[src/rtl/ysyx_25040111_rawsb.sv]
// Read-after-write scoreboard between issue and execute: per-register pending-write
// counters gate the issue handshake until long-latency writers retire on any write-back channel.
module ysyx_25040111_rawsb #(
    parameter int unsigned NREG      = 16,
    parameter int unsigned CNT_W     = 2,
    parameter int unsigned NWB       = 2,
    parameter int unsigned ALLOW_WAW = 0,
    parameter int unsigned WB_BYPASS = 1
) (
    input  logic              clock,
    input  logic              reset,
    input  logic              iss_valid,
    output logic              iss_ready,
    input  logic [4:0]        iss_rd,
    input  logic [4:0]        iss_rs1,
    input  logic [4:0]        iss_rs2,
    input  logic              iss_use1,
    input  logic              iss_use2,
    input  logic              iss_track,
    output logic              dn_valid,
    input  logic              dn_ready,
    input  logic [NWB-1:0]    wb_valid,
    input  logic [5*NWB-1:0]  wb_rd,
    output logic [NREG-1:0]   pend_mask,
    output logic              busy,
    output logic              err_uf,
    output logic              err_of
);

    localparam int unsigned IDX_W = $clog2(NREG);
    localparam int unsigned DEC_W = $clog2(NWB + 1);
    localparam int unsigned SUM_W = CNT_W + DEC_W + 1;
    localparam logic [CNT_W-1:0] CNT_MAX = '1;

    logic [CNT_W-1:0] r_cnt [NREG];
    logic             r_err_uf;
    logic             r_err_of;

    logic [DEC_W-1:0] w_dec [NREG];
    logic [CNT_W-1:0] w_eff [NREG];
    logic [CNT_W-1:0] w_nxt [NREG];
    logic [SUM_W-1:0] w_sum [NREG];
    logic [NREG-1:0]  w_inc;
    logic             w_uf_any;
    logic             w_of_any;
    logic [IDX_W-1:0] w_rd_idx;
    logic [IDX_W-1:0] w_rs1_idx;
    logic [IDX_W-1:0] w_rs2_idx;
    logic             w_hazard;
    logic             w_fire;
    logic             w_unused;

    // Only the low index bits of each register address select a counter.
    assign w_rd_idx  = iss_rd[IDX_W-1:0];
    assign w_rs1_idx = iss_rs1[IDX_W-1:0];
    assign w_rs2_idx = iss_rs2[IDX_W-1:0];
    assign w_unused  = ^{iss_rd, iss_rs1, iss_rs2, wb_rd};

    // Per-register count of write-back channels retiring it this cycle; x0 never counts.
    always_comb begin
        for (int i = 0; i < NREG; i++) begin
            w_dec[i] = '0;
            for (int k = 0; k < NWB; k++) begin
                if (i != 0 && wb_valid[k] && wb_rd[5*k +: IDX_W] == IDX_W'(i)) begin
                    w_dec[i] = w_dec[i] + DEC_W'(1);
                end
            end
        end
    end

    // Effective count seen by the hazard check, optionally net of same-cycle retirements.
    always_comb begin
        for (int i = 0; i < NREG; i++) begin
            w_eff[i] = r_cnt[i];
            if (i == 0) begin
                w_eff[i] = '0;
            end else if (WB_BYPASS != 0) begin
                if (SUM_W'(w_dec[i]) >= SUM_W'(r_cnt[i])) begin
                    w_eff[i] = '0;
                end else begin
                    w_eff[i] = CNT_W'(SUM_W'(r_cnt[i]) - SUM_W'(w_dec[i]));
                end
            end
        end
    end

    assign w_hazard = (iss_use1 && w_eff[w_rs1_idx] != '0)
                   || (iss_use2 && w_eff[w_rs2_idx] != '0)
                   || (iss_track && ALLOW_WAW == 0 && w_eff[w_rd_idx] != '0)
                   || (iss_track && w_eff[w_rd_idx] == CNT_MAX);

    assign dn_valid  = iss_valid & ~w_hazard;
    assign iss_ready = dn_ready & ~w_hazard;
    assign w_fire    = iss_valid & iss_ready;

    // Next counter values with underflow floor and overflow saturation.
    always_comb begin
        w_uf_any = 1'b0;
        w_of_any = 1'b0;
        w_inc    = '0;
        for (int i = 0; i < NREG; i++) begin
            w_inc[i] = w_fire && iss_track && (w_rd_idx == IDX_W'(i)) && (i != 0);
            w_sum[i] = SUM_W'(r_cnt[i]) + SUM_W'(w_inc[i]);
            w_nxt[i] = '0;
            if (SUM_W'(w_dec[i]) > w_sum[i]) begin
                w_uf_any = 1'b1;
            end else if (w_sum[i] - SUM_W'(w_dec[i]) > SUM_W'(CNT_MAX)) begin
                w_nxt[i] = CNT_MAX;
                w_of_any = 1'b1;
            end else begin
                w_nxt[i] = CNT_W'(w_sum[i] - SUM_W'(w_dec[i]));
            end
        end
    end

    always_ff @(posedge clock) begin
        if (reset) begin
            for (int i = 0; i < NREG; i++) begin
                r_cnt[i] <= '0;
            end
            r_err_uf <= 1'b0;
            r_err_of <= 1'b0;
        end else begin
            for (int i = 0; i < NREG; i++) begin
                r_cnt[i] <= w_nxt[i];
            end
            r_err_uf <= r_err_uf | w_uf_any;
            r_err_of <= r_err_of | w_of_any;
        end
    end

    always_comb begin
        for (int i = 0; i < NREG; i++) begin
            pend_mask[i] = (r_cnt[i] != '0);
        end
    end

    assign busy   = |pend_mask;
    assign err_uf = r_err_uf;
    assign err_of = r_err_of;

endmodule

[config.mk]
export PLATFORM = sky130hd
export DESIGN_NAME = ysyx_25040111_rawsb
export DESIGN_NICKNAME = d
export VERILOG_FILES = /design/src/rtl/ysyx_25040111_rawsb.sv
export SDC_FILE = /design/constraint.sdc
export NUM_CORES = 1
export LEC_CHECK = 0
export BUFFER_PORTS_ARGS = -buffer_cell sky130_fd_sc_hd__buf_2
export CAP_MARGIN = 10
export CORE_UTILIZATION = 35
export CTS_BUF_LIST = sky130_fd_sc_hd__clkbuf_4 sky130_fd_sc_hd__clkbuf_8 sky130_fd_sc_hd__clkbuf_16
export CTS_CLUSTER_SIZE = 28
export DETAILED_ROUTE_END_ITERATION = 12
export PLACE_DENSITY = 0.5
export SLEW_MARGIN = 15
export SYNTH_ARGS = -nofsm -noshare
export SYNTH_HDL_FRONTEND = slang
export SYNTH_SLANG_ARGS = --single-unit
[constraint.sdc]
create_clock -name clock -period 8.25 [get_ports clock]
set_input_delay 0.825 -clock clock [delete_from_list [all_inputs] [get_ports clock]]
set_output_delay 0.825 -clock clock [all_outputs]
set_load 0.01 [all_outputs]
# Yosys cells after proc, flatten, opt, wreduce, memory -nomap -nowiden
# Memory sizes are Yosys's and may differ from the RTL's.
# Index checks and enable logic that the tools add are counted.
# op_classes
n_reduce_logical,73
mux,153
addsub,60
eq_ne,46
n_bitwise,25
magnitude_cmp,50
# ops
operator,n
2-bit 2-to-1 mux,84
4-bit equality test (second input constant),24
5-bit by 2-bit > comparator with 1-bit output (second input constant),15
1-bit 2-to-1 mux,66
3-bit by 2-bit subtractor with 4-bit output,15
1-bit logical AND,50
4-bit by 3-bit equality test with 1-bit output (second input constant),12
2-bit by 1-bit adder with 3-bit output,15
2-bit by 3-bit > comparator with 1-bit output,15
2-bit nonzero test,19
1-bit by 1-bit adder with 2-bit output (second input constant),15
2-bit >= comparator,15
2-bit subtractor,15
2-bit binary-select mux with 4-bit select,3
4-bit by 2-bit equality test with 1-bit output (second input constant),6
1-bit OR,18
16-bit OR reduction,1
5-bit >= comparator (second input constant),3
4-bit inverter with 5-bit output,3
4-bit by 1-bit equality test with 1-bit output (second input constant),3
1-bit AND,3
1-bit logical OR,3
2-bit equality test (second input constant),1
1-bit by 2-bit > comparator with 1-bit output (first input constant),1
2 further kinds,2
# word_totals
wordCells,410
ram_bits,32
mem_count,1
reg_bits,2
output_inout_bits,21
input_bits,34
# mem_list
name,depth,width,rd,rd_clocked_by_memory_dff,write_ports,line,rtl
r_cnt,16,2,16,0,16,35,logic [CNT_W-1:0] r_cnt [NREG];

# Logic depth before layout (Yosys ltp)
# depth
ltp_word,54
depth_mapped,23
ltp_nobuf,21

# Worst setup path after synthesis
# Ideal clock, no wire load.
# synth_timing
path_type,input to register
start,input port wb_rd[3]
end,"register r_err_of, in the netlist err_of"
t_required_ns,8.117
n_path_buf,2
setup_ns,0.133
arrival_time_ns,5.367
cell_stages,23
setup_slack_ns,2.750
cell_sequence,or3b_2 nor2_1 ha_1 ha_1 inv_1 fa_1 nand2b_1 nand2_1 a31o_2 a211o_1 a211o_1 buf_2 buf_2 nor4_1 ha_1 ha_1 inv_1 fa_1 ha_1 nor2b_1 o22ai_1 nor4_1 a31oi_1
# synth_between
elab_chain_len,54
elab_cells_between_ends,250
classes_between,add/sub (60); order compare (45); eq/ne (16); mux (84); bitwise (4); reduce/logical (41)
# synth_lines
item,line,rtl
"start, declared",23,"input logic [5*NWB-1:0] wb_rd,"
4-bit equality test (tied with other cells),64,if (i != 0 && wb_valid[k] && wb_rd[5*k +: IDX_W] == IDX_W'(i)) begin
1-bit logical AND,64,
1-bit 2-to-1 mux,64,
1-bit by 1-bit adder with 2-bit output,65,w_dec[i] = w_dec[i] + DEC_W'(1);
2-bit 2-to-1 mux,64,
2-bit subtractor or 2-bit >= comparator (tied branches),"81, 78",
2-bit 2-to-1 mux,78,if (SUM_W'(w_dec[i]) >= SUM_W'(r_cnt[i])) begin
"2-bit binary-select mux with 4-bit select, on equally long branches","87, 88",
[... 38 more ...],-,
1-bit 2-to-1 mux,105,if (SUM_W'(w_dec[i]) > w_sum[i]) begin
1-bit 2-to-1 mux,107,end else if (w_sum[i] - SUM_W'(w_dec[i]) > SUM_W'(CNT_MAX)) begin
1-bit 2-to-1 mux,105,
1-bit 2-to-1 mux,107,
1-bit 2-to-1 mux,105,
1-bit 2-to-1 mux,107,
1-bit 2-to-1 mux *,105,
1-bit OR *,128,r_err_of <= r_err_of | w_of_any;
"end signal, assigned",128,
"end, declared",37,logic r_err_of;
# Mark *: on every way between the ends. The rest lies on a longest branch, timed or not. The select of a mux whose other input is x is not followed.
# A chain may end at the register's enable or synchronous reset.

# Worst setup path in the final report
# layout_timing
start,input port wb_rd[2]
end,"register r_err_of, in the netlist err_of"
# Same word-level chain as after synthesis.

==> metrics.log <==
[metrics] row count: 44
[metrics] Num CTS Buffers: 5
[metrics] IO buf count: 48
[metrics] maximum buffer depth of the clock tree: 2
[metrics] total inserted antenna cells: 0
[metrics] share of synthesized area occupied by flip-flops and latches: 11.9%
[metrics] combinational family with the most area after synthesis: adder cells
[metrics] Post-CTS Hold Fix Bufs: 0
[metrics] effective utilization at floorplan: 36.4%
[metrics] total of max-cap violations: 0
[metrics] H-tree level count: 2
[metrics] unique cell type count in the Yosys netlist: 54
[metrics] routed wirelength normalized by instance count: 19.4 microns
[metrics] portion of the clock cycle consumed by the worst path in the final layout: 76.4%
[metrics] global-route wire length before repair: 26.7 mm
[metrics] setup repair after global routing missed its margin: no
[metrics] area overhead of the layout relative to synthesis: 10.6%
[metrics] area of the core region: 0.0148 sq mm
[metrics] Max transition margin: 49.0%
[metrics] overall power: 0.00101 W
[metrics] final setup vio count: 0
[metrics] net total in the final layout: 858
[metrics] cell at the root of the clock tree: sky130_fd_sc_hd__clkbuf_16
[metrics] arithmetic-cell share of the synthesized area counting full adders, half adders and majority gates: 41.3%
[metrics] Worst Hold Path EP: err_uf$_SDFF_PP0_
[metrics] slack of the worst reg-to-reg path: 2.92 ns
[metrics] achievable frequency: 159 MHz
[metrics] routability-driven placement congestion ratio: 0.958
[metrics] # DRC: 0
[metrics] utilization after layout: 40.2%
[metrics] aggregate global routing overflow: 0
[metrics] vias in the first global route: 4869
[metrics] number of detailed-route iterations in the first pass: 5
[metrics] ratio of cells with drive above 1 in the final layout: 11.3%
[metrics] clock transition at the registers of the reported paths: 0.06 ns
[metrics] type of the worst min-delay path: flop to flop
[metrics] actual slew at the worst max-slew pin: 0.766 ns
[metrics] internal portion of total power: 0.000565 W
[metrics] count of flip-flops with a built-in enable after synthesis: 0
[metrics] data arrival time of the worst path: 6.45 ns
[metrics] ys flop type: sky130_fd_sc_hd__dfxtp_1
[metrics] sort of element at the start of the critical path: input port
[metrics] insertion delay of the later-clocked pin in the worst-skew pair: 0.30 ns
[metrics] pin count of the biggest net entering global routing: 33
[metrics] class of the most critical setup path: input port to flop
[metrics] post-cts gate resize count: 0
[metrics] kind of end point of the critical path: flop
[metrics] Post-Syn Area per Cell: 8.46 sq um
[metrics] net load switching power: 0.000449 W
[metrics] CTS tree: built
[metrics] part of the power in registers: 24.5%
[metrics] Final Hold Vio Count: 0
[metrics] number of inserted filler cells in the final layout: 1553
[metrics] synth warn: 0
[metrics] sum of routed wire length over all layers: 16.6 mm
[metrics] sum of negative setup slack: 0 ns
[metrics] overall global routing resource usage: 22.2%
[metrics] Logic pwr share: 53.1%
[metrics] cell count of the worst reg-to-reg path: 19
[metrics] R2R Path Start: r_cnt[0][24]$_SDFF_PP0_
[metrics] Final ANT Viol Nets: 0
[metrics] minimum hold slack: 0.598 ns
[metrics] violation count after the first detailed-route iteration: 217
[metrics] die width: 126 microns
[metrics] number of antenna violations at the first check in global routing: 0
[metrics] Mapped Cells: 634
[metrics] critical register-to-register path endpoint: err_of$_SDFF_PP0_
[metrics] share of synthesized area spent on multiplexers: 0.840%
[metrics] endpoint required time on the critical path: 8.40 ns
[metrics] switching portion of total power: 44.3%
[metrics] Hold Path Stages: 2
[metrics] number of sinks on the clock net: 32
[metrics] async set or reset register ratio after synthesis: 0%
[metrics] #FFs+latches synth: 32
[metrics] top-level port count: 55
[metrics] Worst Clk Skew: 0.00852 ns
[metrics] status: finished clean
[metrics] Pins Over Slew Limit: 0
[metrics] floorplan die area: 0.0158 sq mm
[metrics] ratio of routed vias to standard cells: 5.50
[metrics] CP Max Fanout: 15
[metrics] Mapped Nets: 818
[metrics] final critical-path required period: 6.30 ns
[metrics] synthesized-area fraction occupied by and/or/nand/nor cells: 21.1%
[metrics] height of the die: 126 microns
[metrics] share of the synthesized area in compound gates (AO/OA/AOI/OAI): 15.7%
[metrics] Worst Hold Launch: err_uf$_SDFF_PP0_
[metrics] DR vias: 4722
[metrics] HPWL after DPL: 14.1 mm
[metrics] power per standard cell area: 171 mW/mm^2
[metrics] summed instance area of the synthesized netlist: 0.00536 sq mm
[metrics] static power due to leakage: 2.64 nW
[metrics] Post-CTS Setup Inserts: 0
[metrics] worst vdd ir: 0.0801 mV
[metrics] XOR/XNOR share of the synthesized area: 0%
[metrics] part of the power in the clock network: 22.4%
==> synthesized netlist by cell type (all sizes together) (5+ instances only) <==
master	count	area share (%)
nor3	14	1.4
dfxtp	32	12
or2	16	1.9
a211o	5	0.82
ha	105	24
nor2	40	2.8
nor2b	18	2.1
a21oi	23	2.1
clkbuf	5	0.35
inv	110	7.7
nor4	19	2.2
o22ai	7	0.82
a211oi	41	5.7
buf	10	0.98
nand3b	7	0.98
fa	45	17
nor3b	6	0.84
nand2	28	2.0
nand2b	23	2.7
nand3	15	1.4
==> sequential cells by signal, indices dropped and copies added (netlist names) <==
register and flops:
r_cnt 30, err_of 1, err_uf 1
==> final cells by class <==
type	count	area (sq um)	area share, %
repair buffers	48	240	4.05
flip-flops and latches	32	641	10.8
multi-input cells	477	4240	71.5
clock inverters	3	42.5	0.717
inverters	110	413	6.96
clock buffers	5	125	2.11
well taps	184	230	3.88
==> cells in the final DEF, fill, tap and decap left out, types with 23 or more instances in the layout <==
| cell | instances |
|---|---|
| sky130_fd_sc_hd__dfxtp_1 | 32 |
| sky130_fd_sc_hd__nor2_1 | 40 |
| sky130_fd_sc_hd__buf_2 | 48 |
| sky130_fd_sc_hd__a21oi_1 | 23 |
| sky130_fd_sc_hd__nand2b_1 | 23 |
| sky130_fd_sc_hd__fa_1 | 45 |
| sky130_fd_sc_hd__a211oi_1 | 41 |
| sky130_fd_sc_hd__inv_1 | 110 |
| sky130_fd_sc_hd__ha_1 | 105 |
| sky130_fd_sc_hd__nand2_1 | 28 |
==> per-stage QoR <==
stage / cell area (sq um) / setup WS [ns] / std cells
detailed placement: 5760 / 1.65 / 851
finish: 5930 / 1.95 / 859
floorplan: 5360 / 2.75 / 634
global placement: 5760 / 1.71 / 851
global route: 5930 / 1.56 / 859
CTS: 5930 / 1.97 / 859
==> layer usage <==
metal | vias to the layer above | global-route usage (%) | wire length, microns
met2 | 146 | 37.3 | 7630
met3 | 28 | 3.23 | 817
met1 | 2244 | 28.9 | 7600
met5 | - | 0 | 0
li1 | 2304 | - | -
met4 | 0 | 8.36 | 598
==> how the worst max path moves through the flow <==
stage / depth (start not counted) / start / slack (ns) / to
4_1_cts: 22 / wb_rd[8] / 1.97 / err_of$_SDFF_PP0_
5_1_grt: 22 / wb_rd[2] / 1.56 / err_of$_SDFF_PP0_
3_5_place_dp: 22 / wb_rd[2] / 1.65 / err_of$_SDFF_PP0_
6_report: 22 / wb_rd[2] / 1.95 / err_of$_SDFF_PP0_
2_1_floorplan: 23 / wb_rd[3] / 2.75 / err_of$_SDFF_PP0_
3_3_place_gp: 22 / wb_rd[8] / 1.71 / err_of$_SDFF_PP0_
==> critical path: stages <==
cell and delay [ns]:
sky130_fd_sc_hd__buf_2 0.11, sky130_fd_sc_hd__nand3b_1 0.24, sky130_fd_sc_hd__nor2_1 0.25, sky130_fd_sc_hd__ha_1 0.30, sky130_fd_sc_hd__ha_1 0.19, sky130_fd_sc_hd__inv_1 0.06, sky130_fd_sc_hd__fa_1 0.42, sky130_fd_sc_hd__nor2b_1 0.14
sky130_fd_sc_hd__o21ai_0 0.26, sky130_fd_sc_hd__o2111ai_1 0.19, sky130_fd_sc_hd__a41oi_1 0.44, sky130_fd_sc_hd__nand4_2 0.45, sky130_fd_sc_hd__nor4_1 0.57, sky130_fd_sc_hd__ha_1 0.28, sky130_fd_sc_hd__ha_1 0.13, sky130_fd_sc_hd__inv_1 0.05
sky130_fd_sc_hd__fa_1 0.39, sky130_fd_sc_hd__ha_1 0.27, sky130_fd_sc_hd__nor2b_1 0.22, sky130_fd_sc_hd__o22ai_1 0.21, sky130_fd_sc_hd__nor4_1 0.33, sky130_fd_sc_hd__a31oi_1 0.12
==> power groups by stage <==
| stage | clock network [W] | registers (W) | logic [W] |
|---|---|---|---|
| finish | 0.000227 | 0.000249 | 0.000539 |
| global route | 0.000235 | 0.000260 | 0.000612 |
| CTS | 0.000232 | 0.000249 | 0.000540 |
| detailed placement | 0 | 0.000252 | 0.000536 |
| global placement | 0 | 0.000250 | 0.000522 |
| floorplan | 0 | 0.000239 | 0.000369 |
==> cell families after synthesis <==
family,Yosys count
flops,32
compound gates,117
mux,2
fa+ha+maj,150
buf+inv,125
other cells,1
simple gates,207
Note: power is estimated with default switching activity, not from simulation.
